==> config.mk <==
export PLATFORM = sky130hd
export DESIGN_NAME = baccarat_ctrl_flat
export DESIGN_NICKNAME = d
export VERILOG_FILES = /design/src/rtl/baccarat_ctrl_if.sv /design/src/rtl/baccarat_ctrl.sv /design/src/flat_wrapper.sv
export SDC_FILE = /design/constraint.sdc
export NUM_CORES = 1
export LEC_CHECK = 0
export BUFFER_PORTS_ARGS = -buffer_cell sky130_fd_sc_hd__buf_2
export CORE_MARGIN = 10
export CORE_UTILIZATION = 25
export DETAILED_ROUTE_END_ITERATION = 10
export RECOVER_POWER = 25
export SETUP_SLACK_MARGIN = 0.4
export SYNTH_ARGS = -nofsm -noshare
export SYNTH_HDL_FRONTEND = slang
export SYNTH_SLANG_ARGS = --single-unit
==> constraint.sdc <==
create_clock -name slow_clock -period 1.54 [get_ports slow_clock]
set_input_delay 0.308 -clock slow_clock [delete_from_list [all_inputs] [get_ports slow_clock]]
set_output_delay 0.308 -clock slow_clock [all_outputs]
set_load 0.01 [all_outputs]
==> src/rtl/baccarat_ctrl_if.sv <==
// Signal bundle between the baccarat round controller and its card/bet datapath.
// The controller uses the slave modport; the datapath (or a bench) uses master.
interface baccarat_ctrl_if;
    logic       start;
    logic [3:0] pcard3_out;
    logic [3:0] pscore_out;
    logic [3:0] dscore_out;
    logic       betenabled;
    logic       load_pcard1;
    logic       load_pcard2;
    logic       load_pcard3;
    logic       load_dcard1;
    logic       load_dcard2;
    logic       load_dcard3;
    logic       update_bal;
    logic       player_win;
    logic       dealer_win;
    logic       tie;
    logic       clear_hand;

    modport slave (
        input  start, pcard3_out, pscore_out, dscore_out,
        output betenabled, load_pcard1, load_pcard2, load_pcard3,
               load_dcard1, load_dcard2, load_dcard3,
               update_bal, player_win, dealer_win, tie, clear_hand
    );

    modport master (
        output start, pcard3_out, pscore_out, dscore_out,
        input  betenabled, load_pcard1, load_pcard2, load_pcard3,
               load_dcard1, load_dcard2, load_dcard3,
               update_bal, player_win, dealer_win, tie, clear_hand
    );
endinterface

==> src/rtl/baccarat_ctrl.sv <==
// Round sequencer for baccarat: bet capture, four-card deal, third-card rules, result, balance strobe.
// Optional macro AUTO_NEXT_ROUND_EN: hold DONE for HOLD_CYCLES, pulse clear_hand, return to IDLE.
module baccarat_ctrl #(
    parameter int unsigned HOLD_CYCLES = 8,
    parameter int unsigned CNT_W       = 8
) (
    input  logic           slow_clock,
    input  logic           resetb,
    baccarat_ctrl_if.slave bus
);

    if (HOLD_CYCLES == 0 || (CNT_W < 32 && HOLD_CYCLES >= (32'd1 << CNT_W))) begin : g_bad_hold
        $error("baccarat_ctrl: HOLD_CYCLES must be in 1 .. 2**CNT_W-1");
    end

    typedef enum logic [3:0] {
        S_IDLE, S_P1, S_D1, S_P2, S_D2, S_EVAL_P, S_P3,
        S_EVAL_D, S_D3, S_RESULT, S_UPDATE, S_DONE, S_CLEAR
    } state_t;

    state_t     r_state, w_next_state;
    logic       r_start_q;
    logic       r_pdrew, w_pdrew_next;
    logic       r_player_win, w_player_win_next;
    logic       r_dealer_win, w_dealer_win_next;
    logic       r_tie, w_tie_next;
    logic       w_natural;
    logic       w_banker_draws;
    logic [3:0] w_pval;

    logic r_betenabled, w_betenabled;
    logic r_load_pcard1, w_load_pcard1;
    logic r_load_pcard2, w_load_pcard2;
    logic r_load_pcard3, w_load_pcard3;
    logic r_load_dcard1, w_load_dcard1;
    logic r_load_dcard2, w_load_dcard2;
    logic r_load_dcard3, w_load_dcard3;
    logic r_update_bal,  w_update_bal;

`ifdef AUTO_NEXT_ROUND_EN
    localparam logic [CNT_W-1:0] HOLD_LAST = CNT_W'(HOLD_CYCLES - 1);
    logic [CNT_W-1:0] r_hold_cnt, w_hold_cnt_next;
    logic             r_clear_hand, w_clear_hand;
`endif

    assign w_natural = (bus.pscore_out >= 4'd8) || (bus.dscore_out >= 4'd8);

    // Banker third-card rule; face cards and tens count as zero
    always_comb begin
        w_pval         = (bus.pcard3_out >= 4'd10) ? 4'd0 : bus.pcard3_out;
        w_banker_draws = 1'b0;
        if (!r_pdrew) begin
            w_banker_draws = (bus.dscore_out <= 4'd5);
        end else begin
            case (bus.dscore_out)
                4'd0, 4'd1, 4'd2: w_banker_draws = 1'b1;
                4'd3:    w_banker_draws = (w_pval != 4'd8);
                4'd4:    w_banker_draws = (w_pval >= 4'd2) && (w_pval <= 4'd7);
                4'd5:    w_banker_draws = (w_pval >= 4'd4) && (w_pval <= 4'd7);
                4'd6:    w_banker_draws = (w_pval >= 4'd6) && (w_pval <= 4'd7);
                default: w_banker_draws = 1'b0;
            endcase
        end
    end

    // Next-state and side registers
    always_comb begin
        w_next_state      = r_state;
        w_pdrew_next      = r_pdrew;
        w_player_win_next = r_player_win;
        w_dealer_win_next = r_dealer_win;
        w_tie_next        = r_tie;
`ifdef AUTO_NEXT_ROUND_EN
        w_hold_cnt_next   = '0;
`endif
        case (r_state)
            S_IDLE: begin
                w_pdrew_next = 1'b0;
                if (bus.start && !r_start_q) w_next_state = S_P1;
            end
            S_P1:     w_next_state = S_D1;
            S_D1:     w_next_state = S_P2;
            S_P2:     w_next_state = S_D2;
            S_D2:     w_next_state = S_EVAL_P;
            S_EVAL_P: begin
                if (w_natural) begin
                    w_next_state = S_RESULT;
                end else if (bus.pscore_out <= 4'd5) begin
                    w_next_state = S_P3;
                    w_pdrew_next = 1'b1;
                end else begin
                    w_next_state = S_EVAL_D;
                    w_pdrew_next = 1'b0;
                end
            end
            S_P3:     w_next_state = S_EVAL_D;
            S_EVAL_D: w_next_state = w_banker_draws ? S_D3 : S_RESULT;
            S_D3:     w_next_state = S_RESULT;
            S_RESULT: begin
                w_player_win_next = (bus.pscore_out >  bus.dscore_out);
                w_dealer_win_next = (bus.pscore_out <  bus.dscore_out);
                w_tie_next        = (bus.pscore_out == bus.dscore_out);
                w_next_state      = S_UPDATE;
            end
            S_UPDATE: w_next_state = S_DONE;
            S_DONE: begin
`ifdef AUTO_NEXT_ROUND_EN
                if (r_hold_cnt == HOLD_LAST) w_next_state = S_CLEAR;
                else w_hold_cnt_next = CNT_W'(r_hold_cnt + 1'b1);
`endif
            end
            S_CLEAR: begin
                w_player_win_next = 1'b0;
                w_dealer_win_next = 1'b0;
                w_tie_next        = 1'b0;
                w_next_state      = S_IDLE;
            end
            default:  w_next_state = S_IDLE;
        endcase
    end

    // Moore strobes decoded from the upcoming state so they leave a flop cleanly
    always_comb begin
        w_betenabled  = (w_next_state == S_IDLE);
        w_load_pcard1 = (w_next_state == S_P1);
        w_load_dcard1 = (w_next_state == S_D1);
        w_load_pcard2 = (w_next_state == S_P2);
        w_load_dcard2 = (w_next_state == S_D2);
        w_load_pcard3 = (w_next_state == S_P3);
        w_load_dcard3 = (w_next_state == S_D3);
        w_update_bal  = (w_next_state == S_UPDATE);
`ifdef AUTO_NEXT_ROUND_EN
        w_clear_hand  = (w_next_state == S_CLEAR);
`endif
    end

    always_ff @(posedge slow_clock or negedge resetb) begin
        if (!resetb) begin
            r_state       <= S_IDLE;
            r_start_q     <= 1'b0;
            r_pdrew       <= 1'b0;
            r_player_win  <= 1'b0;
            r_dealer_win  <= 1'b0;
            r_tie         <= 1'b0;
            r_betenabled  <= 1'b1;
            r_load_pcard1 <= 1'b0;
            r_load_pcard2 <= 1'b0;
            r_load_pcard3 <= 1'b0;
            r_load_dcard1 <= 1'b0;
            r_load_dcard2 <= 1'b0;
            r_load_dcard3 <= 1'b0;
            r_update_bal  <= 1'b0;
        end else begin
            r_state       <= w_next_state;
            r_start_q     <= bus.start;
            r_pdrew       <= w_pdrew_next;
            r_player_win  <= w_player_win_next;
            r_dealer_win  <= w_dealer_win_next;
            r_tie         <= w_tie_next;
            r_betenabled  <= w_betenabled;
            r_load_pcard1 <= w_load_pcard1;
            r_load_pcard2 <= w_load_pcard2;
            r_load_pcard3 <= w_load_pcard3;
            r_load_dcard1 <= w_load_dcard1;
            r_load_dcard2 <= w_load_dcard2;
            r_load_dcard3 <= w_load_dcard3;
            r_update_bal  <= w_update_bal;
        end
    end

`ifdef AUTO_NEXT_ROUND_EN
    always_ff @(posedge slow_clock or negedge resetb) begin
        if (!resetb) begin
            r_hold_cnt   <= '0;
            r_clear_hand <= 1'b0;
        end else begin
            r_hold_cnt   <= w_hold_cnt_next;
            r_clear_hand <= w_clear_hand;
        end
    end
    assign bus.clear_hand = r_clear_hand;
`else
    assign bus.clear_hand = 1'b0;
`endif

    assign bus.betenabled  = r_betenabled;
    assign bus.load_pcard1 = r_load_pcard1;
    assign bus.load_pcard2 = r_load_pcard2;
    assign bus.load_pcard3 = r_load_pcard3;
    assign bus.load_dcard1 = r_load_dcard1;
    assign bus.load_dcard2 = r_load_dcard2;
    assign bus.load_dcard3 = r_load_dcard3;
    assign bus.update_bal  = r_update_bal;
    assign bus.player_win  = r_player_win;
    assign bus.dealer_win  = r_dealer_win;
    assign bus.tie         = r_tie;

endmodule

==> src/flat_wrapper.sv <==
// flat-port wrapper written by rule: the top's interface ports become plain ports
module baccarat_ctrl_flat 
#(
    parameter int unsigned HOLD_CYCLES = 8,
    parameter int unsigned CNT_W       = 8
)
  (slow_clock, resetb, bus_start, bus_pcard3_out, bus_pscore_out, bus_dscore_out, bus_betenabled, bus_load_pcard1, bus_load_pcard2, bus_load_pcard3, bus_load_dcard1, bus_load_dcard2, bus_load_dcard3, bus_update_bal, bus_player_win, bus_dealer_win, bus_tie, bus_clear_hand);
  baccarat_ctrl_if bus_i ();
  input  logic slow_clock;
  input  logic resetb;
  input wire logic [$bits(bus_i.start)-1:0] bus_start;
  input wire logic [$bits(bus_i.pcard3_out)-1:0] bus_pcard3_out;
  input wire logic [$bits(bus_i.pscore_out)-1:0] bus_pscore_out;
  input wire logic [$bits(bus_i.dscore_out)-1:0] bus_dscore_out;
  output wire logic [$bits(bus_i.betenabled)-1:0] bus_betenabled;
  output wire logic [$bits(bus_i.load_pcard1)-1:0] bus_load_pcard1;
  output wire logic [$bits(bus_i.load_pcard2)-1:0] bus_load_pcard2;
  output wire logic [$bits(bus_i.load_pcard3)-1:0] bus_load_pcard3;
  output wire logic [$bits(bus_i.load_dcard1)-1:0] bus_load_dcard1;
  output wire logic [$bits(bus_i.load_dcard2)-1:0] bus_load_dcard2;
  output wire logic [$bits(bus_i.load_dcard3)-1:0] bus_load_dcard3;
  output wire logic [$bits(bus_i.update_bal)-1:0] bus_update_bal;
  output wire logic [$bits(bus_i.player_win)-1:0] bus_player_win;
  output wire logic [$bits(bus_i.dealer_win)-1:0] bus_dealer_win;
  output wire logic [$bits(bus_i.tie)-1:0] bus_tie;
  output wire logic [$bits(bus_i.clear_hand)-1:0] bus_clear_hand;
  assign bus_i.start = bus_start;
  assign bus_i.pcard3_out = bus_pcard3_out;
  assign bus_i.pscore_out = bus_pscore_out;
  assign bus_i.dscore_out = bus_dscore_out;
  assign bus_betenabled = bus_i.betenabled;
  assign bus_load_pcard1 = bus_i.load_pcard1;
  assign bus_load_pcard2 = bus_i.load_pcard2;
  assign bus_load_pcard3 = bus_i.load_pcard3;
  assign bus_load_dcard1 = bus_i.load_dcard1;
  assign bus_load_dcard2 = bus_i.load_dcard2;
  assign bus_load_dcard3 = bus_i.load_dcard3;
  assign bus_update_bal = bus_i.update_bal;
  assign bus_player_win = bus_i.player_win;
  assign bus_dealer_win = bus_i.dealer_win;
  assign bus_tie = bus_i.tie;
  assign bus_clear_hand = bus_i.clear_hand;
  baccarat_ctrl #(.HOLD_CYCLES(HOLD_CYCLES), .CNT_W(CNT_W)) u_core (.slow_clock(slow_clock), .resetb(resetb), .bus(bus_i));
endmodule
* After elaboration in Yosys (flattened, before gate mapping)
Cells that the tools add are included.
** Storage, ports and cells
- Memory bits (read-only) :: 0
- Output and inout port bits :: 12
- Bits in registers :: 17
- RAM bits :: 0
- Logic and storage cells :: 80
- Memories kept :: 0
- Latch bits :: 0
- Input bits :: 15
** Operators by class
- Equality and inequality tests :: 28
- Order comparisons :: 11
- Multiplexer cells :: 14
- Reductions and logical operators :: 13
- $add $sub $neg :: 0
- Bitwise operators :: 0
- Multiply operators :: 0
- Divide/modulo/power cells :: 0
- Shift-type cells :: 0
** Operators by type and width (count)
- 4-bit one-hot mux with 12 select lines :: 1
- 4-bit by 3-bit == test with 1-bit output (second input constant) :: 9
- 4-bit == test (second input constant) :: 7
- 4-bit by 2-bit == test with 1-bit output (second input constant) :: 6
- 4-bit by 1-bit == test with 1-bit output (second input constant) :: 3
- 4-bit greater-or-equal comparator (second input constant) :: 3
- 4-bit by 3-bit less-or-equal comparator with 1-bit output (second input constant) :: 3
- 4-bit logical NOT :: 3
- 4-bit two-way mux :: 3
- 4-bit by 3-bit greater-or-equal comparator with 1-bit output (second input constant) :: 2
- 1-bit one-hot mux with 2 select lines :: 4
- 1-bit two-way mux :: 5
- 1-bit one-hot mux with 5 select lines :: 1
- 4-bit == test :: 1
- 4-bit by 2-bit greater-or-equal comparator with 1-bit output (second input constant) :: 1
- 4-bit greater-than comparator :: 1
- 1-bit logical AND :: 4
- 4-bit < comparator :: 1
- 4-bit inequality test (second input constant) :: 1
- 2-bit nonzero test :: 2
- 3-bit OR reduction :: 1
- 2-bit inequality test (second input constant) :: 1
- 2-bit AND reduction :: 1
- 1-bit logical NOT :: 1
- 1-bit logical OR :: 1

* Longest topological paths before layout
- Depth in word-level cells :: 9
- Mapped depth :: 6
- Gate-level depth less buffers :: 6

* Worst setup path after synthesis
OpenSTA, ideal clock, no wires.
- Kind :: reg-to-reg
- From :: register u_core.r_state[0]
- To :: register u_core.r_state[0]
- Arrival time :: 1328 ps
- Stages on the path, launching flop included :: 6
- Library setup time :: 69 ps
- Slack :: 143 ps
- Data required time :: 1471 ps
- Cells stage by stage :: dfrtp_1 > buf_6 > or4_4 > nor3b_4 > a31oi_1 > nand3_1
** On the way
- Word-level cells in the longest chain between the ends :: 2
- Elaborated cells between the ends (all ways) :: 14
- Classes of those cells :: eq/ne: 11; mux: 2; reduce/logical: 1
** RTL lines
- start: declaration :: line baccarat_ctrl.sv:21 : state_t r_state, w_next_state;
- start signal: assignment :: line baccarat_ctrl.sv:154 : r_state <= w_next_state;
- 4-bit == test (tied with other cells) :: line baccarat_ctrl.sv:76 : case (r_state)
- 4-bit one-hot mux with 12 select lines * :: line baccarat_ctrl.sv:76
- net u_core.w_next_state[0] :: line baccarat_ctrl.sv:21
The timed path passes the listed nets; every way through them passes the cells marked *.
A chain may end at the register's enable or synchronous reset.

* Worst setup path after layout
- From :: register u_core.r_state[3]
- To :: register u_core.r_betenabled (netlist: u_core.bus.betenabled)
** On the way
- Word-level cells in the longest chain between the ends :: 3
- Elaborated cells between the ends (all ways) :: 15
- Classes of those cells :: eq/ne: 11; mux: 2; reduce/logical: 2
** RTL lines
- 4-bit == test (tied with other cells) :: line baccarat_ctrl.sv:76
- 4-bit one-hot mux with 12 select lines * :: line baccarat_ctrl.sv:76
- 4-bit logical NOT * :: line baccarat_ctrl.sv:124 : w_betenabled = (w_next_state == S_IDLE);
- net u_core.w_betenabled :: line baccarat_ctrl.sv:31 : logic r_betenabled, w_betenabled;
- end signal: assignment :: line baccarat_ctrl.sv:160 : r_betenabled <= w_betenabled;
- end: declaration :: line baccarat_ctrl.sv:31
Marks and branches as above.

==> flow_summary_export.csv <==
group,metric,value,unit
route,first_pass_iters,4,
global_route,grt_pass1_vias,836,
cells_and_area,regMostFlops,"u_core.r_state",
route,via_per_inst,4.522,
sta,clock.fmax,713.2,MHz
synthesis,synth_area_leaders,"dfrtp_1 (46%), ha_1 (5.8%), o21ai_0 (5.2%), nand2_1 (3.9%), inv_1 (3.5%)",
global_route,grt_pass1_wl,3.795,mm
route,first_iter_violations,29,
setup_path,rr_startpoint,"u_core.r_state[3]",
setup_path,startpoint_type,"register",
place,place_area,1054,µm²
sta,setup-violations-final,0,
route,routedWlPerCell,12.57,µm
sta,rsz0062_at_grt,"yes",
die,rows,21,
synthesis,avgSynthCellArea,9.528,µm²
cts,cts_made_buffers,3,
min_path,hold_start,"bus_start",
setup_path,reg2reg_depth,4,
synthesis,yosysTopAreaCell,"dfrtp_1",
sta,worst_slew_pin_slew,889.7,ps
power_and_ir_drop,p_leak,0.0006339,µW
cells_and_area,largest_reg_flops,4,
synthesis,netlist_instances,91,
cells_and_area,drive_gt1_share,39.39,%
sta,final_max_slew_viol_count,0,
synthesis,synth_cell_types,32,
synthesis,netlist.area_leader.share,46.18,%
sta,min_period_over_period,91.05,%
setup_path,end_kind,"register",
cts,h-tree-depth,1,
cells_and_area,diodes,0,
power_and_ir_drop,ir_drop,0.0001839,V
synthesis,netlist_area,867.1,µm²
sta,final.setup.tns,0,ps
cts,clock_tree.root_cell,"clkbuf_4",
route,drc,0,
cells_and_area,final_area,1255,µm²
min_path,hold_path_depth,1,
cells_and_area,nets,152,
route,vias,805,
synthesis,synth-warning-count,0,
min_path,hold_path_end,"u_core.r_start_q",
synthesis,seq_area_frac_synth,49.21,%
die,die_y,78.89,µm
sta,post-route-min-period,1402,ps
power_and_ir_drop,power.density,661.2,nW/µm²
cts,cts_buffer_depth,2,
cts,clk_pin_slew,100,ps
setup_path,reg2reg_to,"u_core.bus.betenabled",
global_route,grt_usage,7.546,%
die,start_util,25.98,%
die,ios,27,
cts,cts.sinks,17,
route,ant_nets,0,
outcome,outcome,"complete, no violations",
sta,slew-limit-headroom,40.68,%
cells_and_area,areaGrowthSynthToFinish,44.73,%
min_path,min_path_type,"in2reg",
die,core-area,3337,µm²
setup_path,crit_required,1770,ps
die,design.die.area,6224,µm²
place,port_buffers,25,
setup_path,r2r_setup_slack,140,ps
setup_path,arrival,1630,ps
synthesis,synth-seq-cells,17,
job,maxCapViolations,0,
sta,finalHoldViolations,0,
synthesis,syn_nets,110,
route,drt-total-wl,2.238,mm
global_route,antenna_found_initial,0,
place,dp_hpwl,1.718,mm
cts,clock_latency,290,ps
setup_path,worstSetupPathType,"reg2reg",
setup_path,crit_fanout,2,
die,die_x,78.89,µm
place,gp_congestion,0.8435,
global_route,grt_start_max_net_pins,18,
global_route,grt-ovfl-total,0,
cts,tritoncts,"built",
sta,fin_worst_skew,5.147,ps
-- cell families after synthesis --
family	count (synthesis)	share of synthesized area (%)
adder cells (fa/ha/maj)	4	5.772
other	1	0.4325
AO/OA/AOI/OAI	23	16.31
AND/OR/NAND/NOR	33	20.78
flip-flops	17	49.21
buffers and inverters	12	6.494
XOR/XNOR	1	1.010
-- cells in the mapped netlist --
cell type   n
dfrtp_1    16
nand2_1     9
o21ai_0     9
inv_1       8
nor2_1      7
a21oi_1     5
ha_1        4
nor3_1      4
nand3_1     3
clkbuf_1    2
nor2b_1     2
o31ai_1     2
a211oi_1    1
a21o_1      1
a2bb2oi_1   1
a311oi_1    1
a31oi_1     1
a32o_1      1
and3_1      1
and3b_1     1
buf_4       1
buf_6       1
conb_1      1
dfstp_2     1
nand2b_1    1
nand4_1     1
nand4b_1    1
nor3b_4     1
nor4_1      1
o211ai_1    1
or4_4       1
xor2_1      1
-- where the power goes --
group	switching [µW]	total [µW]	internal (µW)	leakage, µW
Combinational	60.3	129	68.6	0.000405
Sequential	8.97	467	458	0.000211
Clock	137	234	96.5	0.0000177
Total	207	830	623	0.000634
-- per-stage QoR --
stage	hold WS [ps]	cells	utilization, %	total power (µW)	setup slack, ps
after global routing	127.9	178	37.61	889.5	73.11
after floorplan	12.41	91	-	515.1	172.6
after detailed placement	245.0	162	31.57	569.4	106.4
final	138.5	178	37.61	829.8	137.8
after global placement	239.7	162	31.57	563.8	140.9
after CTS	129.3	173	34.91	818.9	145.0
-- worst max path at each step --
| stage | slack [ps] | cells after the start | to | from |
|---|---|---|---|---|
| 2_1_floorplan | 170 | 4 | u_core.r_state[0] | u_core.r_state[1] |
| 3_3_place_gp | 140 | 6 | u_core.bus.player_win | bus_dscore_out[3] |
| 3_5_place_dp | 110 | 6 | u_core.bus.player_win | bus_dscore_out[3] |
| 4_1_cts | 140 | 4 | u_core.r_state[0] | u_core.r_state[3] |
| 5_1_grt | 70 | 4 | u_core.r_state[0] | u_core.r_state[3] |
| 6_report | 140 | 4 | u_core.bus.betenabled | u_core.r_state[3] |
-- cells in the final DEF, fill, tap and decap left out, drive strengths merged, types with 2 or more instances in the layout --
master,instances
clkbuf,5
a21oi,5
nor2,7
buf,38
inv,8
nand2,9
o31ai,2
nor3,4
ha,4
o21ai,9
dfrtp,16
nor2b,2
nand3,3
-- worst max-delay path: stages, from the launching register on --
cell and delay, ps:
dfrtp_1 390, or4_4 560, nor3b_4 230, buf_4 140, a21oi_2 30
-- routing by layer --
metal	part of all wire, %	GRT usage (%)	vias to the layer above
li1	-	-	400
met4	1.3	3.763	0
met1	40	7.934	381
met3	6.7	3.153	4
met5	0	0	-
met2	52	12.75	20
-- timing repair --
item | in CTS | in global routing
pin swaps | 6 | 6
resized for setup | 8 | 13
buffers inserted | 6 | 5
setup endpoints to repair | 12 | 21
hold buffers | 1 | 0
endpoints found under the hold margin | 16 | 0
-- area by class of cell --
class / instances / area, µm²
clock inverters: 1 / 5.005
repair buffers: 41 / 287.8
multi-input cells: 62 / 424.2
clock buffers: 3 / 22.52
flip-flops and latches: 17 / 427.9
well taps: 46 / 57.56
inverters: 8 / 30.03
fillers: 355 / 2082
(Power assumes the default switching activity.)
